===== config.mk =====
export PLATFORM = sky130hd
export DESIGN_NAME = stms_1
export DESIGN_NICKNAME = d
export VERILOG_FILES = /design/src/rtl/stms_1.sv
export SDC_FILE = /design/constraint.sdc
export NUM_CORES = 1
export LEC_CHECK = 0
export ABC_CLOCK_PERIOD_IN_PS = 3190
export BUFFER_PORTS_ARGS = -buffer_cell sky130_fd_sc_hd__buf_2
export CELL_PAD_IN_SITES_DETAIL_PLACEMENT = 0
export CELL_PAD_IN_SITES_GLOBAL_PLACEMENT = 2
export CORE_MARGIN = 5
export CORE_UTILIZATION = 33
export DETAILED_ROUTE_END_ITERATION = 6
export PLACE_DENSITY = 0.86
export SYNTH_ARGS = -nofsm -noshare
export SYNTH_HDL_FRONTEND = slang
export SYNTH_SLANG_ARGS = --single-unit

===== constraint.sdc =====
create_clock -name clk -period 3.19 [get_ports clk]
set_clock_uncertainty 0.1 [all_clocks]
set_input_delay 0.319 -clock clk [delete_from_list [all_inputs] [get_ports clk]]
set_output_delay 0.319 -clock clk [all_outputs]
set_load 0.02 [all_outputs]

===== src/rtl/stms_1.sv =====
// Four-way traffic signal sequencer: round-robin service of demanded
// approaches with timed green/yellow and emergency/priority pre-emption.
module stms_1 (
    input  logic       clk,
    input  logic       rst,
    input  logic       alert1,
    input  logic       alert2,
    input  logic       emrg,
    input  logic       sensor_north,
    input  logic       sensor_east,
    input  logic       sensor_south,
    input  logic       sensor_west,
    output logic [2:0] NS,
    output logic [2:0] NW,
    output logic [2:0] EW,
    output logic [2:0] EN,
    output logic [2:0] SN,
    output logic [2:0] SE,
    output logic [2:0] WE,
    output logic [2:0] WS,
    output logic       ambulance,
    output logic       police,
    output logic [4:0] count
);

    typedef enum logic [2:0] {
        S_IDLE,
        S_GREEN,
        S_YELLOW,
        S_EMRG,
        S_PRE
    } state_t;

    localparam logic [2:0] C_RED = 3'b100;
    localparam logic [2:0] C_YEL = 3'b010;
    localparam logic [2:0] C_GRN = 3'b001;
    localparam logic [1:0] A_W   = 2'd3;

    state_t           state_q, state_d;
    logic [1:0]       app_q, app_d;
    logic [1:0]       last_q, last_d;
    logic [4:0]       count_q, count_d;
    logic [3:0][2:0]  col_q, col_d;
    logic             amb_q, amb_d;
    logic             pol_q, pol_d;
    logic [3:0]       sens;
    logic [2:0]       sel_last;
    logic [2:0]       sel_app;

    assign sens = {sensor_west, sensor_south, sensor_east, sensor_north};

    // Returns {found, approach}; the search begins just after 'from'
    // and wraps so that 'from' itself is considered last.
    function automatic logic [2:0] pick(input logic [1:0] from,
                                        input logic [3:0] s);
        logic [2:0] r;
        logic [1:0] idx;
        r = 3'b000;
        for (int k = 4; k >= 1; k--) begin
            idx = from + k[1:0];
            if (s[idx]) r = {1'b1, idx};
        end
        return r;
    endfunction

    assign sel_last = pick(last_q, sens);
    assign sel_app  = pick(app_q, sens);

    always_ff @(posedge clk) begin
        if (!rst) begin
            state_q <= S_IDLE;
            app_q   <= A_W;
            last_q  <= A_W;
            count_q <= 5'd0;
            col_q   <= {4{C_RED}};
            amb_q   <= 1'b0;
            pol_q   <= 1'b0;
        end else begin
            state_q <= state_d;
            app_q   <= app_d;
            last_q  <= last_d;
            count_q <= count_d;
            col_q   <= col_d;
            amb_q   <= amb_d;
            pol_q   <= pol_d;
        end
    end

    always_comb begin
        state_d = state_q;
        app_d   = app_q;
        last_d  = last_q;
        count_d = count_q;
        if (emrg || alert1 || alert2) begin
            state_d = emrg ? S_EMRG : S_PRE;
            count_d = 5'd0;
            if (state_q == S_GREEN || state_q == S_YELLOW) last_d = app_q;
        end else begin
            unique case (state_q)
                S_GREEN: begin
                    if (count_q == 5'd0) begin
                        state_d = S_YELLOW;
                        count_d = 5'd4;
                    end else begin
                        count_d = count_q - 5'd1;
                    end
                end
                S_YELLOW: begin
                    if (count_q == 5'd0) begin
                        last_d = app_q;
                        if (sel_app[2]) begin
                            state_d = S_GREEN;
                            app_d   = sel_app[1:0];
                            count_d = 5'd19;
                        end else begin
                            state_d = S_IDLE;
                        end
                    end else begin
                        count_d = count_q - 5'd1;
                    end
                end
                default: begin
                    if (sel_last[2]) begin
                        state_d = S_GREEN;
                        app_d   = sel_last[1:0];
                        count_d = 5'd19;
                    end else begin
                        state_d = S_IDLE;
                        count_d = 5'd0;
                    end
                end
            endcase
        end
    end

    // Lights are decoded from the next state so they register alongside it.
    always_comb begin
        col_d = {4{C_RED}};
        amb_d = 1'b0;
        pol_d = 1'b0;
        unique case (state_d)
            S_GREEN:  col_d[app_d] = C_GRN;
            S_YELLOW: col_d[app_d] = C_YEL;
            S_PRE: begin
                amb_d = alert1;
                pol_d = alert2;
            end
            default: ;
        endcase
    end

    assign NS        = col_q[0];
    assign NW        = col_q[0];
    assign EW        = col_q[1];
    assign EN        = col_q[1];
    assign SN        = col_q[2];
    assign SE        = col_q[2];
    assign WE        = col_q[3];
    assign WS        = col_q[3];
    assign ambulance = amb_q;
    assign police    = pol_q;
    assign count     = count_q;

endmodule


Word level (Yosys, flattened, before mapping)
Cells that the tools add are included.
{"block": "totals", "out_inout_bits": 31, "reg_bits": 26, "word_cells": 94, "in_bits": 9}
{"block": "op_classes", "magnitude_cmp": 10, "n_eq_ne": 7, "muxes": 48, "n_bitwise": 2, "add_sub_neg": 7, "reduce_logical": 10}
{"cell": "2-to-1 mux 3 bit", "n": 13}
{"cell": "< comparator 2 x 3 -> 1 bit (second input constant)", "n": 9}
{"cell": "one-hot mux 12 bit (2 select lines)", "n": 1}
{"cell": "2-to-1 mux 5 bit", "n": 4}
{"cell": "binary-select mux 1 bit (select 2 bit)", "n": 8}
{"cell": "2-to-1 mux 2 bit", "n": 8}
{"cell": "2-to-1 mux 1 bit", "n": 10}
{"cell": "one-hot mux 5 bit (2 select lines)", "n": 1}
{"cell": "adder 2 bit (second input constant)", "n": 4}
{"cell": "demux 3 bit (select 2 bit)", "n": 1}
{"cell": "== test 3 x 1 -> 1 bit (second input constant)", "n": 2}
{"cell": "== test 3 x 2 -> 1 bit (second input constant)", "n": 2}
{"cell": "one-hot mux 3 bit (2 select lines)", "n": 1}
{"cell": "logical NOT 5 bit", "n": 1}
{"cell": "subtractor 5 x 1 -> 5 bit (second input constant)", "n": 1}
{"cell": "adder 2 x 1 -> 2 bit (second input constant)", "n": 2}
{"cell": "NOT 4 bit", "n": 1}
{"cell": "one-hot mux 2 bit (2 select lines)", "n": 1}
{"cell": "nonzero test 2 bit", "n": 2}
{"cell": "== test 3 bit (second input constant)", "n": 1}
{"cell": "logical OR 1 bit", "n": 3}
{"cell": "inequality test 3 bit (second input constant)", "n": 1}
{"cell": "AND reduction 3 bit", "n": 1}
{"cell": "greater-or-equal comparator 2 x 1 -> 1 bit (second input constant)", "n": 1}
{"cell": "5 further kinds", "n": 5}

Logic depth before layout (Yosys ltp)
Gate-level depths: netlist of run 1.
{"block": "logic_depth", "ltp_word": 16, "ltp_mapped": 9, "mapped_depth_nobuf": 8}

Least setup slack after synthesis of run 1
Ideal clock, no wire load.
{"block": "synth_timing", "path_type": "register -> register", "startpoint": "register count_q[0], in the netlist count[0]", "endpoint": "register col_q (netlist bit EN[2])", "path_stages_with_launch": 10, "setup_ns": 0.145, "slack_ns": 0.992, "required_ns": 2.945, "synth_period_minus_slack_ns": 2.198, "arrival_ns": 1.953, "n_path_buf": 1, "cell_sequence": "dfxtp_1 inv_1 ha_1 nor4b_4 nand4_1 or4_1 and4_1 buf_6 nor2_1 nand3_1"}
{"block": "synth_between", "elab_chain_cells": 10, "elab_cells_between_ends": 17, "cone_classes": "order compare (2); eq/ne (2); mux (10); bitwise (1); reduce/logical (2)"}
{"element": "start: declaration", "line": "42", "source": "logic [4:0] count_q, count_d;"}
{"element": "start signal: assignment", "line": "82", "source": "count_q <= count_d;"}
{"element": "logical NOT 5 bit (*)", "line": "101, 109"}
{"element": "2-to-1 mux 2 bit", "line": "109", "source": "if (count_q == 5'd0) begin"}
{"element": "one-hot mux 2 bit (2 select lines)", "line": "99", "source": "unique case (state_q)"}
{"element": "2-to-1 mux 2 bit", "line": "94", "source": "if (emrg || alert1 || alert2) begin"}
{"element": "< comparator 2 x 3 -> 1 bit (not written as such) / greater-or-equal comparator 2 x 1 -> 1 bit (equally long branches)", "line": "142, 143"}
{"element": "logical AND 1 bit (not written as such)", "line": "142, 143"}
{"element": "2-to-1 mux 3 bit (not written as such)", "line": "142, 143"}
{"element": "demux 3 bit (select 2 bit)", "line": "142, 143"}
{"element": "NOT 4 bit (no source line)"}
{"element": "one-hot mux 12 bit (2 select lines) (*)", "line": "141", "source": "unique case (state_d)"}
{"element": "end signal: assignment", "line": "75", "source": "col_q <= {4{C_RED}};"}
{"element": "end signal: assignment", "line": "83", "source": "col_q <= col_d;"}
{"element": "end: declaration", "line": "43", "source": "logic [3:0][2:0] col_q, col_d;"}
Mark *: on every way between the ends. The rest lies on a longest branch, timed or not.
A chain may end at the register's enable or synchronous reset.

Final worst setup path of run 1
Ends and elaborated chain as after synthesis.

==> impl_metrics.tcl, run 1 <==
set metrics [dict create \
    synthFlopType "dfxtp_1" \
    numCtsBuffers 3 \
    core_area_um2 4630 \
    ys_ff_latch 26 \
    ctsHoldBuffers 0 \
    p_per_area_nw_per_um2 419 \
    synth_area_leaders "dfxtp_1 34%, buf_4 6.8%, nor2_1 4.6%" \
    rr_startpoint "count[0]$_SDFFE_PP0P_" \
    clock_path_buffers 2 \
    cp.arrival_ns 2.43 \
    first_pass_iters 4 \
    vias_per_cell 5.03 \
    period_needed_ns 2.40 \
    crit_family "simple AND/OR/NAND/NOR gates" \
    synth-edff-count 0 \
    cp.required_ns 3.22 \
    async_reset_ff_share_pct 0 \
    worstSetupPathType "reg2reg" \
    nNetsFinal 212 \
    wl_per_cell_um 13.4 \
    crit_slowest_cell "nor4b_4" \
    synth_cells 178 \
    grt_start_max_net_pins 16 \
    netlist.area_leader.share_pct 33.7 \
    end_kind "flip-flop" \
    antenna_found_initial 0 \
    finalHoldViolations 0 \
    cpPeakStageDelay_ns 0.42 \
    yosysWarningCount 0 \
    rsz0062_at_grt "no" \
    final_max_slew_viol_count 0 \
    hold_slack_ns 0.175 \
    synth_most_common_cell "dfxtp_1" \
    insertion_delay_ns 0.27 \
    grtUsageTotal_pct 10.9 \
    initial_core_util_pct 33.4 \
    tightest_slew_ns 0.695 \
    seq_area_frac_synth_pct 33.7 \
    crit_buf_inv 1 \
    status "finished clean" \
    antenna_cells 0 \
    cp_cell_sequence "inv_1 -> ha_1 -> nor4b_4 -> nand4_1 -> or4_1 -> and4_1 -> nor2_1 -> nand3_1" \
    p_switching_mw 0.180 \
    gp_congestion 0.737 \
    vdd_ir_drop_max_v 0.000147 \
    ctsHtreeMaxLevel 1 \
    area_growth_pct 11.2 \
    p_comb_share_pct 14.4 \
    overflow 0 \
    syn_nets 189 \
    internal-power_mw 0.539 \
    seq_power_share_pct 47.3 \
    drtIter0Drc 82 \
    cap_violations 0 \
    cts_resized 0 \
    antenna_left 0 \
    synth_commonest_cells "26 x dfxtp_1, 19 x nor2_1, 15 x nand2_1" \
    clock_sinks 26 \
    die_x_um 78.5 \
    fin_ws_ns 0.791 \
    layout-drive-gt1-share_pct 30.0 \
    hpwl_um 2610 \
    cp-start-kind "flip-flop" \
    dieArea_um2 6160 \
    finalPower_mw 0.720 \
    avgSynthCellArea_um2 8.69 \
    instances_no_fill 254 \
    finalSetupTns_ns 0 \
    vias 1278 \
    cts_tree "yes" \
    die_h_um 78.5 \
    swShare_pct 25.1 \
    fin_crit_sh_pct 75.2 \
    p_leak_nw 0.722 \
    clkPwrFrac_pct 38.4 \
    min_from "alert2" \
    relSlewSlack_pct 53.3 \
    post-cts-setup-buffer-count 0 \
    clock_tree.root_cell "clkbuf_8" \
    fmax_mhz 417 \
    placed_cells 250 \
    drc_errors 0 \
    clk_pin_slew_ns 0.10 \
    critPathMaxFanout 7 \
    setup_viol 0 \
    rows 25 \
    boundaryPins 40 \
    grt_pass1_vias 1157 \
    min_path_type "in2reg" \
    synth_cell_types 44 \
    yosys.area.top_type "dfxtp_1" \
    netlist_area_um2 1550 \
    grt_pass1_wl_um 5490 \
    critPathLaunch "count[0]$_SDFFE_PP0P_" \
    port_buffers 39 \
    pre_cts_slack_ns 0.810 \
    routed_wl_um 3400 \
]
-- layout make-up --
class                      instances  area (um^2)
tap                               54         67.6
sequential                        26          520
inverter                           6         22.5
timing repair buffer              39          195
clock inverter                     1         30.0
multi-input combinational        125          842
clock buffer                       3         41.3
fill                             481         2910
-- metal layers --
layer | vias up | wire (um) | GRT usage (%)
met1 | 581 | 1730 | 16.3
met3 | 5 | 136 | 0.917
li1 | 660 | - | -
met4 | 0 | 48 | 3.67
met2 | 32 | 1480 | 16.4
met5 | - | 0 | 0
-- metrics by stage --
stage | util, % | cell area [um^2]
6_report | 37.1 | 1720
5_1_grt | 37.1 | 1720
4_1_cts | 37.1 | 1720
3_5_place_dp | 35.6 | 1650
3_3_place_gp | 35.6 | 1650
2_1_floorplan | - | 1550
-- registers in the layout, indices dropped and copies added, names as in the netlist --
| register | cells |
|---|---|
| last_q | 2 |
| SE | 3 |
| EN | 3 |
| NS | 3 |
| state_q | 3 |
| WE | 3 |
| count | 5 |
| app_q | 2 |
| ambulance | 1 |
| police | 1 |
-- worst min-delay path: cells and delay by family --
| family | cells | cell delay [ns] |
|---|---|---|
| buf+inv | 2 | 0.17 |
| simple gates | 1 | 0.03 |
-- power groups by stage --
stage / Sequential [mW] / Clock (mW) / Combinational [mW]
floorplan: 0.349 / 0 / 0.0804
global placement: 0.348 / 0 / 0.104
detailed placement: 0.348 / 0 / 0.103
CTS: 0.340 / 0.277 / 0.104
global route: 0.342 / 0.292 / 0.113
finish: 0.340 / 0.276 / 0.104
-- placed cells by master (no fill, tap or decap), types with 2 or more instances in the layout --
master,netlist,final
mux2i_1,5,5
nand2b_1,4,4
clkbuf_8,1,3
nand2b_4,2,2
o32ai_1,3,3
ha_1,2,2
o31ai_1,2,2
nand2_1,15,15
o21ai_0,12,12
or3_1,2,2
dfxtp_1,26,26
or4_1,2,2
o21a_1,3,3
a21oi_2,2,2
or3b_1,2,2
a21oi_1,10,10
buf_2,1,39
nor3_1,10,10
a211oi_1,3,3
nor2_1,19,19
nor3_2,3,3
o21ai_1,2,2
nand3_1,3,3
inv_1,6,6
nor2b_1,2,2
nor3b_2,2,2
a21boi_0,2,2
-- cell families (layout without fill, tap and decap cells) --
kind of cell / count (synthesis) / after routing / synth area share, %
xor+xnor: 1 / 1 / 0.566
compound gates: 42 / 42 / 18.8
flops: 26 / 26 / 33.7
fa+ha+maj: 2 / 2 / 1.62
buf+inv: 27 / 49 / 11.9
simple gates: 75 / 75 / 30.3
mux: 5 / 5 / 3.24
-- path summary, 6_finish.rpt --
kind | slack (ns) | cells past startpoint | end
setup reg to reg | 0.79 | 8 | EN[2]$_SDFF_PN1_
hold / removal | 0.18 | 3 | police$_SDFF_PN0_
hold reg to reg | 0.47 | 2 | last_q[0]$_SDFFE_PN1P_
setup / recovery | 0.79 | 8 | EN[2]$_SDFF_PN1_
No activity file was read; power rests on OpenSTA's default activity.
==> run 2: changes to the inputs <==
Settings changed: ABC_CLOCK_PERIOD_IN_PS 3190 to 2400, CORE_UTILIZATION 33 to 30, PLACE_DENSITY 0.86 to 0.8.
Clock period 3.19 ns to 2.4 ns, I/O delays scaled along.
==> impl_metrics.tcl, run 2 (same netlist as run 1, synthesis figures left out) <==
set metrics [dict create \
    tightest_slew_ns 0.551 \
    fin_crit_sh_pct 90.6 \
    cpPeakStageDelay_ns 0.42 \
    vias 1296 \
    clock_sinks 26 \
    largest_reg_flops 5 \
    clk_pin_slew_ns 0.09 \
    period_needed_ns 2.17 \
    p_comb_share_pct 15.5 \
    relSlewSlack_pct 63.0 \
    critPathMaxFanout 7 \
    clkPwrFrac_pct 37.6 \
    final_max_slew_viol_count 0 \
    numCtsBuffers 3 \
    min_from "alert2" \
    rr_startpoint "count[0]$_SDFFE_PP0P_" \
    routed_wl_um 3450 \
    hpwl_um 2750 \
    vias_per_cell 4.63 \
    core_area_um2 5040 \
    crit_slowest_cell "or4_1" \
    worstSetupPathType "reg2reg" \
    vdd_ir_drop_max_v 0.000190 \
    cp.arrival_ns 2.28 \
    rsz0062_at_grt "no" \
    finalHoldViolations 0 \
    overflow 0 \
    holdPathEnd "police$_SDFF_PN0_" \
    grt_pass1_vias 1188 \
    grt_pass1_wl_um 5700 \
    placed_area_um2 1740 \
    layout-drive-gt1-share_pct 34.3 \
    insertion_delay_ns 0.27 \
    final_cell_area_um2 1820 \
    die_h_um 81.8 \
    cts_tree "yes" \
    drtIter0Drc 82 \
    first_pass_iters 4 \
    worst_r2r_endpoint "EN[1]$_SDFF_PN0_" \
    p_switching_mw 0.237 \
    antenna_found_initial 0 \
    antenna_left 0 \
    rows 26 \
    p_per_area_nw_per_um2 529 \
    cp-start-kind "flip-flop" \
    fmax_mhz 460 \
    clock_path_buffers 2 \
    nNetsFinal 222 \
    pre_cts_slack_ns 0.140 \
    rrSetupSlack_ns 0.23 \
    boundaryPins 40 \
    clock_tree.root_cell "clkbuf_8" \
    end_kind "flip-flop" \
    status "finished clean" \
    finalSetupTns_ns 0 \
    drc_errors 0 \
    filler_cell_count 542 \
    seq_power_share_pct 46.8 \
    crit_buf_inv 1 \
    crit_family "simple AND/OR/NAND/NOR gates" \
    swShare_pct 24.6 \
    wl_per_cell_um 12.3 \
    fin_util_pct 36.1 \
    die_x_um 81.8 \
    layout_common_cells "39 x buf_2, 26 x dfxtp_1, 18 x nor2_1, 15 x nand2_1, 12 x o21ai_0" \
    cp.required_ns 2.50 \
    fin_ws_ns 0.226 \
    grt_start_max_net_pins 16 \
    hold_depth 3 \
    min_path_type "in2reg" \
    dieArea_um2 6690 \
    final_common_cell "buf_2" \
    internal-power_mw 0.726 \
    area_growth_pct 17.6 \
    grtUsageTotal_pct 10.8 \
    gp_congestion 0.788 \
    p_leak_nw 0.771 \
    cap_violations 0 \
    reg2reg_depth 8 \
    setup_viol 0 \
    ctsHoldBuffers 0 \
    port_buffers 39 \
    ctsHtreeMaxLevel 1 \
    cp_cell_sequence "inv_1 -> ha_1 -> nor4b_4 -> nand4_1 -> or4_1 -> and4_4 -> nand2b_4 -> nor3_2" \
    antenna_cells 0 \
    initial_core_util_pct 30.7 \
]
==> run 2: worst max path at each step <==
stage / startpoint / to / slack (ns) / depth (start not counted)
finish: count[0]$_SDFFE_PP0P_ / EN[1]$_SDFF_PN0_ / 0.23 / 8
global route: count[0]$_SDFFE_PP0P_ / NS[2]$_SDFF_PN1_ / 0.04 / 8
CTS: count[0]$_SDFFE_PP0P_ / EN[2]$_SDFF_PN1_ / 0.12 / 8
global placement: count[0]$_SDFFE_PP0P_ / EN[2]$_SDFF_PN1_ / 0.22 / 8
detailed placement: count[0]$_SDFFE_PP0P_ / EN[2]$_SDFF_PN1_ / 0.14 / 8
floorplan: count[0]$_SDFFE_PP0P_ / EN[2]$_SDFF_PN1_ / 0.20 / 9
==> run 2: tightest hold or removal path: cells and delay by family <==
kind	cells	cell delay, ns
buf+inv	2	0.17
simple gates	1	0.03
==> run 2: layout make-up <==
type	count	area [um^2]	area share, %
multi-input cells	125	847	46.6
well taps	70	87.6	4.81
repair buffers	49	270	14.9
inverters	6	22.5	1.24
clock buffers	3	41.3	2.27
flip-flops and latches	26	520	28.6
clock inverters	1	30.0	1.65
==> run 2: power by group through the flow <==
stage               clock, mW  sequential (mW)  combinational (mW)
finish                  0.362            0.451               0.150
global route            0.396            0.454               0.166
CTS                     0.375            0.451               0.148
detailed placement          0            0.461               0.147
global placement            0            0.461               0.149
floorplan                   0            0.464               0.107
==> run 2: per-layer routing <==
metal / up-vias / GRT usage (%) / share of wire [%]
li1: 680 / - / -
met1: 581 / 15.9 / 51
met2: 30 / 15.8 / 42
met3: 5 / 0.987 / 4.9
met4: 0 / 4.49 / 1.9
met5: - / 0 / 0
==> run 2: stage by stage <==
stage / power (mW) / hold slack [ns] / cells
floorplan: 0.571 / 0.202 / 178
global placement: 0.611 / 0.387 / 275
detailed placement: 0.609 / 0.386 / 275
CTS: 0.974 / 0.0890 / 279
global route: 1.02 / 0.0902 / 280
finish: 0.963 / 0.0954 / 280
==> run 2: what timing repair did <==
| item | in CTS | in global routing |
|---|---|---|
| resized for setup | 0 | 3 |
| setup endpoints to repair | 0 | 7 |
| setup buffers | 0 | 1 |
==> run 3: changes to the inputs <==
Settings changed: CORE_MARGIN 5 to 2.
==> impl_metrics.tcl, run 3 (same netlist as run 1, synthesis figures left out) <==
set metrics [dict create \
    die_h_um 75.8 \
    finalSetupTns_ns 0 \
    fmax_mhz 451 \
    grt_start_max_net_pins 16 \
    area_growth_pct 16.9 \
    finalHoldViolations 0 \
    vias 1297 \
    clk_pin_slew_ns 0.10 \
    end_kind "flip-flop" \
    port_buffers 39 \
    fin_crit_sh_pct 92.3 \
    numCtsBuffers 3 \
    layout-drive-gt1-share_pct 33.5 \
    cts_tree "yes" \
    p_leak_nw 0.766 \
    drc_errors 0 \
    grtUsageTotal_pct 12.6 \
    final_common_cell "buf_2" \
    grt_pass1_vias 1109 \
    critPathLaunch "count[0]$_SDFFE_PP0P_" \
    critPathMaxFanout 7 \
    ctsHoldBuffers 0 \
    rrSetupSlack_ns 0.18 \
    hold_slack_ns 0.0933 \
    antenna_cells 0 \
    antenna_found_initial 0 \
    vdd_ir_drop_max_v 0.000206 \
    hpwl_um 2570 \
    layout_common_cells "39 x buf_2, 26 x dfxtp_1, 19 x nor2_1, 15 x nand2_1, 12 x o21ai_0" \
    cp.arrival_ns 2.25 \
    initial_core_util_pct 30.7 \
    status "finished clean" \
    worstSetupPathType "reg2reg" \
    min_path_type "in2reg" \
    drtIter0Drc 51 \
    cp-start-kind "flip-flop" \
    grt_pass1_wl_um 5510 \
    rr_startpoint "count[0]$_SDFFE_PP0P_" \
    core_area_um2 5040 \
    vias_per_cell 4.65 \
    endpoint "EN[2]$_SDFF_PN1_" \
    reg2reg_depth 8 \
    cp.required_ns 2.43 \
    placed_cells 274 \
    gp_congestion 0.739 \
    overflow 0 \
    cap_violations 0 \
    fin_util_pct 35.9 \
    setup_viol 0 \
    worst_r2r_endpoint "EN[2]$_SDFF_PN1_" \
    rows 26 \
    wl_per_cell_um 12.6 \
    period_needed_ns 2.22 \
    instances_no_fill 279 \
    rsz0062_at_grt "no" \
    p_per_area_nw_per_um2 537 \
    dieArea_um2 5740 \
    relSlewSlack_pct 59.7 \
    clock_path_buffers 2 \
    routed_wl_um 3510 \
    tightest_slew_ns 0.600 \
    nNetsFinal 221 \
    clock_tree.root_cell "clkbuf_8" \
    antenna_left 0 \
    final_max_slew_viol_count 0 \
    largest_reg_flops 5 \
    boundaryPins 40 \
    finalPower_mw 0.970 \
    die_x_um 75.8 \
    clock_sinks 26 \
    insertion_delay_ns 0.27 \
    first_pass_iters 4 \
    ctsHtreeMaxLevel 1 \
]
==> run 3: layout make-up <==
cell class / instances / area, um^2
fillers: 533 / 3230
clock buffers: 3 / 41.3
flip-flops and latches: 26 / 520
inverters: 6 / 22.5
clock inverters: 1 / 30.0
repair buffers: 48 / 263
well taps: 70 / 87.6
multi-input cells: 125 / 843
==> run 3: metal layers <==
| layer | wire length, um | vias to the layer above | GRT usage (%) |
|---|---|---|---|
| li1 | - | 677 | - |
| met1 | 1800 | 589 | 19.3 |
| met5 | 0 | - | 0 |
| met3 | 87 | 2 | 1.19 |
| met4 | 35 | 0 | 4.09 |
| met2 | 1590 | 29 | 18.3 |
==> run 3: how the worst min path moves through the flow <==
stage | endpoint | cells after the start | slack [ns] | startpoint
final | ambulance$_SDFF_PN0_ | 3 | 0.09 | alert1
after global routing | ambulance$_SDFF_PN0_ | 3 | 0.08 | alert1
after CTS | ambulance$_SDFF_PN0_ | 3 | 0.09 | alert1
after detailed placement | ambulance$_SDFF_PN0_ | 3 | 0.39 | alert1
after global placement | police$_SDFF_PN0_ | 3 | 0.39 | alert2
after floorplan | app_q[0]$_SDFF_PN1_ | 1 | 0.20 | rst
==> run 3: stage by stage <==
stage                     worst slack, ns  cell area [um^2]
after floorplan                     0.202              1550
after global placement              0.208              1730
after detailed placement            0.155              1730
after CTS                           0.122              1800
after global routing             0.000519              1810
final                               0.185              1810
==> run 3: what timing repair did <==
action                                  CTS  global route
setup buffers                             0             1
resized for setup                         0             1
endpoints found under the setup margin    0            12
==> run 3: report_power, final <==
part | total (mW) | internal [mW] | switching [mW]
Clock | 0.370 | 0.223 | 0.147
Sequential | 0.452 | 0.441 | 0.0111
Combinational | 0.148 | 0.0600 | 0.0879
Total | 0.970 | 0.724 | 0.246
==> run 3: worst max-delay path: stages (launching register included) <==
cell and delay [ns]:
dfxtp_1 0.35, inv_1 0.08, ha_1 0.18, nor4b_4 0.33, nand4_1 0.13, or4_1 0.39, and4_2 0.29, nor2_1 0.13
nand3_1 0.08
